--- config.mk ---
export PLATFORM = sky130hd
export DESIGN_NAME = sram_arbiter
export DESIGN_NICKNAME = d
export VERILOG_FILES = /design/src/rtl/sram_arbiter_pkg.sv /design/src/rtl/sram_arbiter_lane.sv /design/src/rtl/sram_arbiter.sv
export SDC_FILE = /design/constraint.sdc
export NUM_CORES = 1
export LEC_CHECK = 0
export ABC_AREA = 1
export CAP_MARGIN = 20
export CORE_MARGIN = 2
export CORE_UTILIZATION = 45
export CTS_CLUSTER_DIAMETER = 30
export DETAILED_ROUTE_END_ITERATION = 10
export GPL_TIMING_DRIVEN = 0
export PLACE_DENSITY = 0.87
export SLEW_MARGIN = 0
export SYNTH_ARGS = -nofsm -noshare
export SYNTH_HDL_FRONTEND = slang
export SYNTH_SLANG_ARGS = --single-unit
--- constraint.sdc ---
create_clock -name clk -period 2.5 [get_ports clk]
set_input_delay 0.75 -clock clk [delete_from_list [all_inputs] [get_ports clk]]
set_output_delay 0.75 -clock clk [all_outputs]
set_load 0.05 [all_outputs]
--- src/rtl/sram_arbiter_pkg.sv ---
// Shared memory-op codes, FSM state encoding and op classification helpers
// for the SRAM arbiter.
package sram_arbiter_pkg;

  localparam logic [7:0] MEM_NOP = 8'h00;
  localparam logic [7:0] MEM_LB  = 8'h01;
  localparam logic [7:0] MEM_LW  = 8'h02;
  localparam logic [7:0] MEM_SB  = 8'h03;
  localparam logic [7:0] MEM_SW  = 8'h04;

  typedef enum logic [1:0] {
    ST_IDLE  = 2'b00,
    ST_READ  = 2'b01,
    ST_WRITE = 2'b10,
    ST_DONE  = 2'b11
  } state_t;

  // Any code outside the known set behaves exactly like MEM_NOP.
  function automatic logic is_mem_op(input logic [7:0] op);
    return (op == MEM_LB) || (op == MEM_LW) || (op == MEM_SB) || (op == MEM_SW);
  endfunction

  function automatic logic is_store(input logic [7:0] op);
    return (op == MEM_SB) || (op == MEM_SW);
  endfunction

endpackage

--- src/rtl/sram_arbiter_lane.sv ---
// Byte-lane steering: byte enables and data replication for stores,
// byte selection and sign extension for loads.
module sram_arbiter_lane
  import sram_arbiter_pkg::*;
(
  input  logic [7:0]  op,
  input  logic [1:0]  byte_off,
  input  logic [31:0] wdata,
  input  logic [31:0] rword,
  output logic [3:0]  be_n,
  output logic [31:0] wdata_rep,
  output logic [31:0] rdata_ext
);

  logic [7:0] byte_arr [4];
  logic [7:0] sel_byte;
  logic       is_sb;
  logic       is_lb;

  assign is_sb = (op == MEM_SB);
  assign is_lb = (op == MEM_LB);

  generate
    for (genvar gi = 0; gi < 4; gi++) begin : g_lane
      assign byte_arr[gi] = rword[8*gi +: 8];
      // Only a byte store masks lanes; every other access enables all four.
      assign be_n[gi]     = is_sb && (byte_off != 2'(gi));
    end
  endgenerate

  assign sel_byte  = byte_arr[byte_off];
  assign wdata_rep = is_sb ? {4{wdata[7:0]}} : wdata;
  assign rdata_ext = is_lb ? {{24{sel_byte[7]}}, sel_byte} : rword;

endmodule

--- src/rtl/sram_arbiter.sv ---
// Two-requester arbiter for an asynchronous 32-bit SRAM: data stage has
// fixed priority over instruction fetch; all SRAM pins are registered.
module sram_arbiter
  import sram_arbiter_pkg::*;
#(
  parameter int ADDR_W      = 20,
  parameter int WAIT_CYCLES = 1
) (
  input  logic              clk,
  input  logic              rst,
  input  logic              if_req,
  input  logic [31:0]       if_addr,
  output logic [31:0]       if_rdata,
  output logic              if_ack,
  input  logic [7:0]        mem_op,
  input  logic [31:0]       mem_addr,
  input  logic [31:0]       mem_wdata,
  output logic [31:0]       mem_rdata,
  output logic              mem_ack,
  output logic              stall_o,
  output logic [ADDR_W-1:0] sram_addr,
  output logic [31:0]       sram_wdata,
  input  logic [31:0]       sram_rdata,
  output logic              sram_data_oe,
  output logic              sram_ce_n,
  output logic              sram_oe_n,
  output logic              sram_we_n,
  output logic [3:0]        sram_be_n
);

  localparam int CNT_W = $clog2(WAIT_CYCLES + 2);
  localparam logic [CNT_W-1:0] LAST_RD = CNT_W'(WAIT_CYCLES);
  localparam logic [CNT_W-1:0] LAST_WR = CNT_W'(WAIT_CYCLES + 1);

  state_t           state_reg;
  logic [CNT_W-1:0] cnt_reg;
  logic [7:0]       op_reg;
  logic [1:0]       off_reg;
  logic             src_mem_reg;

  logic             mem_valid;
  logic [7:0]       lane_op;
  logic [1:0]       lane_off;
  logic [3:0]       lane_be_n;
  logic [31:0]      lane_wdata;
  logic [31:0]      lane_rdata;
  logic             unused_addr_bits;

  assign mem_valid = is_mem_op(mem_op);

  // In IDLE the lane logic prepares the incoming store; afterwards it
  // decodes the read data against the latched op and byte offset.
  assign lane_op  = (state_reg == ST_IDLE) ? mem_op        : op_reg;
  assign lane_off = (state_reg == ST_IDLE) ? mem_addr[1:0] : off_reg;

  sram_arbiter_lane u_lane (
    .op        (lane_op),
    .byte_off  (lane_off),
    .wdata     (mem_wdata),
    .rword     (sram_rdata),
    .be_n      (lane_be_n),
    .wdata_rep (lane_wdata),
    .rdata_ext (lane_rdata)
  );

  assign stall_o = rst & ((mem_valid & ~mem_ack) | (if_req & ~if_ack));

  assign unused_addr_bits = ^{if_addr[31:ADDR_W+2], if_addr[1:0], mem_addr[31:ADDR_W+2]};

  always_ff @(posedge clk or negedge rst) begin
    if (!rst) begin
      state_reg    <= ST_IDLE;
      cnt_reg      <= '0;
      op_reg       <= MEM_NOP;
      off_reg      <= 2'b00;
      src_mem_reg  <= 1'b0;
      sram_addr    <= '0;
      sram_wdata   <= '0;
      sram_data_oe <= 1'b0;
      sram_ce_n    <= 1'b1;
      sram_oe_n    <= 1'b1;
      sram_we_n    <= 1'b1;
      sram_be_n    <= 4'hF;
      if_rdata     <= '0;
      mem_rdata    <= '0;
      if_ack       <= 1'b0;
      mem_ack      <= 1'b0;
    end else begin
      case (state_reg)
        ST_IDLE: begin
          cnt_reg <= '0;
          if (mem_valid) begin
            op_reg      <= mem_op;
            off_reg     <= mem_addr[1:0];
            src_mem_reg <= 1'b1;
            sram_addr   <= mem_addr[ADDR_W+1:2];
            sram_ce_n   <= 1'b0;
            if (is_store(mem_op)) begin
              state_reg    <= ST_WRITE;
              sram_wdata   <= lane_wdata;
              sram_be_n    <= lane_be_n;
              sram_data_oe <= 1'b1;
              sram_we_n    <= 1'b1;
              sram_oe_n    <= 1'b1;
            end else begin
              state_reg <= ST_READ;
              sram_be_n <= 4'h0;
              sram_oe_n <= 1'b0;
            end
          end else if (if_req) begin
            state_reg   <= ST_READ;
            op_reg      <= MEM_LW;
            off_reg     <= 2'b00;
            src_mem_reg <= 1'b0;
            sram_addr   <= if_addr[ADDR_W+1:2];
            sram_ce_n   <= 1'b0;
            sram_oe_n   <= 1'b0;
            sram_be_n   <= 4'h0;
          end
        end

        ST_READ: begin
          if (cnt_reg == LAST_RD) begin
            state_reg <= ST_DONE;
            cnt_reg   <= '0;
            sram_ce_n <= 1'b1;
            sram_oe_n <= 1'b1;
            sram_be_n <= 4'hF;
            if (src_mem_reg) begin
              mem_rdata <= lane_rdata;
              mem_ack   <= 1'b1;
            end else begin
              if_rdata <= sram_rdata;
              if_ack   <= 1'b1;
            end
          end else begin
            cnt_reg <= cnt_reg + 1'b1;
          end
        end

        ST_WRITE: begin
          if (cnt_reg == LAST_WR) begin
            state_reg    <= ST_DONE;
            cnt_reg      <= '0;
            sram_ce_n    <= 1'b1;
            sram_we_n    <= 1'b1;
            sram_be_n    <= 4'hF;
            sram_data_oe <= 1'b0;
            mem_ack      <= 1'b1;
          end else begin
            cnt_reg <= cnt_reg + 1'b1;
            // Strobe low for cycles 1..WAIT_CYCLES; cycle 0 is setup, the last is hold.
            sram_we_n <= (cnt_reg >= LAST_RD);
          end
        end

        ST_DONE: begin
          state_reg <= ST_IDLE;
          if_ack    <= 1'b0;
          mem_ack   <= 1'b0;
        end

        default: state_reg <= ST_IDLE;
      endcase
    end
  end

endmodule

# Word-level counts from Yosys, hierarchy flattened
# Index checks and enable logic that the tools add are counted.
totals:
  ff_bits: 141
  out_inout_bits: 127
  input_bits: 139
  wordCells: 124
classes:
  n_reduce_logical: 27
  addsub: 1
  bitwise_logic: 8
  order_cmp: 2
  eq_ne: 21
  mux: 49
op_table:
  columns: ["operator", "count"]
  rows:
  - ["$mux W32", 2]
  - ["$mux W20", 2]
  - ["$mux W8", 5]
  - ["$eq A8 B2 Y1 const B", 3]
  - ["$reduce_and A3 Y1", 7]
  - ["$mux W2", 10]
  - ["$mux W4", 5]
  - ["$bmux W8 S2", 1]
  - ["$eq A8 B1 Y1 const B", 2]
  - ["$mux W1", 15]
  - ["$ne A2 B2 Y1 const B", 7]
  - ["$pmux W4 S3", 1]
  - ["$reduce_and A4 Y1", 3]
  - ["$reduce_bool A2 Y1", 5]
  - ["$eq A8 B3 Y1 const B", 1]
  - ["$pmux W1 S2", 4]
  - ["$pmux W2 S4", 1]
  - ["$eq A2 B2 Y1 const B", 3]
  - ["$pmux W1 S3", 2]
  - ["$pmux W2 S3", 1]
  - ["$reduce_bool A3 Y1", 2]
  - ["$eq A2 B1 Y1 const B", 2]
  - ["$logic_and A1 B1 Y1", 4]
  - ["$logic_or A1 B1 Y1", 4]
  - ["other kinds (11)", 16]

# Depth between registers and ports, before layout
depth:
  ltp_word: 7
  ltp_mapped: 14
  ltp_nobuf: 13

# Cells and area by module
# From an unflattened synthesis, not the netlist that was laid out.
hier_totals:
  cells_unflattened: 854
  hier_area_um2: 7166.9
modules_own_cells:
  columns: ["mod", "area_per_inst_um2", "n_inst", "cells_per_inst", "seq_area_each_um2"]
  rows:
  - ["sram_arbiter", 6135.9, 1, 616, 3537.1]
  - ["sram_arbiter_lane", 1031.0, 1, 238, 0.0]

# Least setup slack after synthesis
# No wires, ideal clock.
synth_path:
  path_type: "input to output"
  from: "input port mem_op[5]"
  to: "output port stall_o"
  required_time_ps: 1750
  path_stages: 7
  path_buffers: 1
  t_arrival_ps: 1874
  path_slack_ps: -124
  cell_sequence: "inv_1 > nand2_1 > nor2_1 > o21ai_2 > clkbuf_1 > nor2_1 > o21a_1"
synth_via:
  elab_chain_len: 7
  word_cells_on_any_way: 10
  cone_classes: "eq/ne: 4; bitwise: 3; reduce/logical: 3"
synth_lines:
  columns: ["item", "line", "rtl"]
  rows:
  - ["from (decl)", "sram_arbiter.sv:15", "input logic [7:0] mem_op,"]
  - ["$eq A8 B1 Y1 / $eq A8 B2 Y1 (equally long branches)", "sram_arbiter_pkg.sv:20", "return (op == MEM_LB) || (op == MEM_LW) || (op == MEM_SB) || (op == MEM_SW);"]
  - ["$logic_or A1 B1 Y1 (2 in a row)", "sram_arbiter_pkg.sv:20", null]
  - ["$logic_or A1 B1 Y1 (*)", "sram_arbiter_pkg.sv:20", null]
  - ["$and A1 B1 Y1 (*)", "sram_arbiter.sv:66", "assign stall_o = rst & ((mem_valid & ~mem_ack) | (if_req & ~if_ack));"]
  - ["$or A1 B1 Y1 (*)", "sram_arbiter.sv:66", null]
  - ["$and A1 B1 Y1 (*)", "sram_arbiter.sv:66", null]
  - ["to (decl)", "sram_arbiter.sv:20", "output logic stall_o,"]
# Mark *: on every way between the ends. The rest lies on a longest branch, timed or not.

# Final worst setup path
layout_path:
  from: "input port mem_op[0]"
  to: "output port stall_o"
# The elaborated chain is that of the path after synthesis.

==> impl_metrics.ini <==
[outcome]
run_status = completed

[placement]
hpwl_um = 15840
place_ws_ps = -1291
portBuffers = 243
place_area_mm2 = 0.009682
gp_congestion = 0.8979

[drt]
drc = 0
drtPass1Iterations = 5
dr_total_vias = 7196
drt-total-wl_um = 22380
ant_nets = 0
routedWlPerCell_um = 15.98
vias_per_cell = 5.136
drt_first_iter_violations = 546

[critical_path]
crit_fanout = 3
endpoint_kind = output port
required_ps = 1750
cp.buffers_inverters = 3
crit_family = buffers and inverters
crit_top_cell = nor2_4
arrival_ps = 1740
critical_path_class = input pin to output port
path_cells = buf_4 > nor2_4 > nor2_4 > o21ai_4 > clkbuf_8 > nor2_2 > o21a_2 > buf_8
crit_path_start_kind = input pin
crit_path_top_delay_cell = o21a_2
critPathMaxStageDelay_ps = 200

[die]
die_h_um = 128.6
dieArea_mm2 = 0.01653
start_util_pct = 45.93
die-width_um = 128.6
rows = 45
pin_count = 266
coreArea_mm2 = 0.01520

[final_layout]
nNetsFinal = 1345
fill_cells = 1217
area_growth_pct = 49.97
drive_above_1_share_pct = 11.54
diodes = 0
reg_top3 = if_rdata (32), mem_rdata (32), sram_wdata (32)
fin_area_mm2 = 0.01047

[clock_network]
clkTransAtPathRegs_ps = 60
clk_latency_ps = 420
root_buffer = clkbuf_16
holdBufCountCts = 0
clock_path_buffers = 2
cts_tree = built
numClockSinks = 141
cts_buffers = 17
cts_max_level = 4

[timing]
max_freq_ghz = 0.4018
rsz0062_at_grt = yes
hold_violations = 0
worst_slew_pin_slew_ps = 561.1
setup_ws_ps = 11.07
clock_skew_ps = 8.057
fin_tns_setup_ps = 0
fin_crit_sh_pct = 99.56
fin_crit_ps = 2489
slew_viol_final = 0
setup_viol = 0
relSlewSlack_pct = 62.48

[worst_hold_path]
worst_hold_path_type = input pin to asynchronous set/reset pin

[synthesis]
synth_edf_count = 0
yosysWarningCount = 0
ys_ff_latch = 141
syn_nets = 1072
synth_cell_types = 29
ys_seq_area_share_pct = 50.65
ys.flop_type = dfrtp_1
synth_area_mm2 = 0.006983
async_flop_share_pct = 100.0
postSynthCellCount = 927
avgSynthCellArea_um2 = 7.533

[global_routing]
grt_antenna_before_repair = 0
grt-ovfl-total = 0
grt_pass1_vias = 7073
grt_pass1_wl_um = 35190
grtUsageMet2_pct = 44.99
use_met3_pct = 5.696
grt_max_degree = 70
busiest_layer = met2
grt.total_usage_pct = 27.27
grtUsageMet1_pct = 35.04

[pwr]
p_leak_nw = 5.206
power_density_mw_per_mm2 = 1346
ir_drop_v = 0.0008348

[job]
cap_violations = 0
-- logic make-up after synthesis --
| logic type | synth area share, % |
|---|---|
| AOI/OAI and AO/OA | 8.529 |
| adders and majority gates | 1.075 |
| buffers and inverters | 6.235 |
| DFF | 50.65 |
| muxes | 2.580 |
| and+or+nand+nor | 30.93 |
-- path summary, 6_finish.rpt --
kind	from	endpoint	slack (ps)	cells past startpoint
worst max-delay path	mem_op[0]	stall_o	10	8
worst min-delay path	rst	if_rdata[13]$_DFFE_PN0P_	190	1
worst max register to register	state_reg[0]$_DFFE_PN0P_	sram_wdata[13]$_DFFE_PN0P_	270	12
worst min register to register	sram_be_n[1]$_DFFE_PN1P_	sram_be_n[1]$_DFFE_PN1P_	470	2
max in group asynchronous	rst	mem_rdata[17]$_DFFE_PN0P_	1640	2
min in group clk	sram_be_n[1]$_DFFE_PN1P_	sram_be_n[1]$_DFFE_PN1P_	470	2
-- Yosys cell counts (6+ instances only) --
master / number / area, um^2
nand2_2: 6 / 37.54
a21oi_1: 7 / 35.03
inv_1: 47 / 176.4
buf_6: 6 / 67.56
dfstp_2: 7 / 183.9
buf_2: 15 / 75.07
o21ai_0: 93 / 465.5
nand3_1: 10 / 50.05
mux2_2: 16 / 180.2
dfrtp_1: 134 / 3353
nand2_1: 506 / 1899
nor2_1: 23 / 86.33
clkbuf_1: 20 / 75.07
ha_1: 6 / 75.07
-- where the power goes --
part           total, mW  leakage (nW)  internal, mW  switching [mW]
clock network       2.73         0.301          1.69            1.04
registers           3.73          1.69          3.19           0.533
logic               7.64          3.22          2.42            5.21
total               14.1          5.21          7.30            6.79
-- layer usage --
layer  up-vias  wire (um)
li1       3434          -
met5         -          0
met1      3342       9189
met2       357      10730
met3        63       1684
met4         0        778
-- placed cells by master (no fill, tap or decap), types with 10 or more instances in the layout --
| cell | netlist | final |
|---|---|---|
| clkbuf_1 | 20 | 19 |
| clkbuf_16 | 0 | 17 |
| nand2_1 | 506 | 501 |
| o21ai_0 | 93 | 93 |
| nand3_1 | 10 | 10 |
| nor2_1 | 23 | 18 |
| inv_1 | 47 | 40 |
| mux2_2 | 16 | 16 |
| dfrtp_1 | 134 | 134 |
| inv_2 | 5 | 10 |
| buf_2 | 15 | 21 |
| buf_4 | 2 | 12 |
| clkdlybuf4s50_1 | 0 | 226 |
| nand2_2 | 6 | 11 |
-- through the flow --
stage | cells | hold WS, ps | total power [mW] | utilization, %
floorplan | 927 | 453.4 | 8.659 | -
global placement | 1358 | 462.0 | 11.18 | 63.50
detailed placement | 1359 | 459.8 | 11.32 | 63.69
CTS | 1400 | 231.9 | 14.08 | 68.65
global route | 1401 | 226.3 | 14.80 | 68.89
finish | 1401 | 194.5 | 14.09 | 68.89
-- cell type report --
class | count | area, um^2 | area share, %
multi-input cells | 689 | 3073 | 29.34
repair buffers | 254 | 2542 | 24.28
plain buffers | 45 | 250.2 | 2.389
flip-flops and latches | 141 | 3537 | 33.78
clock inverters | 15 | 209.0 | 1.995
clock buffers | 17 | 425.4 | 4.062
well taps | 188 | 235.2 | 2.246
inverters | 52 | 200.2 | 1.912
-- timing repair --
| action | in CTS | in global routing |
|---|---|---|
| cloned | 1 | 0 |
| gates resized for setup | 73 | 7 |
| buffers inserted | 8 | 1 |
| pin swaps | 10 | 3 |
| endpoints found under the setup margin | 8 | 13 |
(Power assumes the default switching activity.)
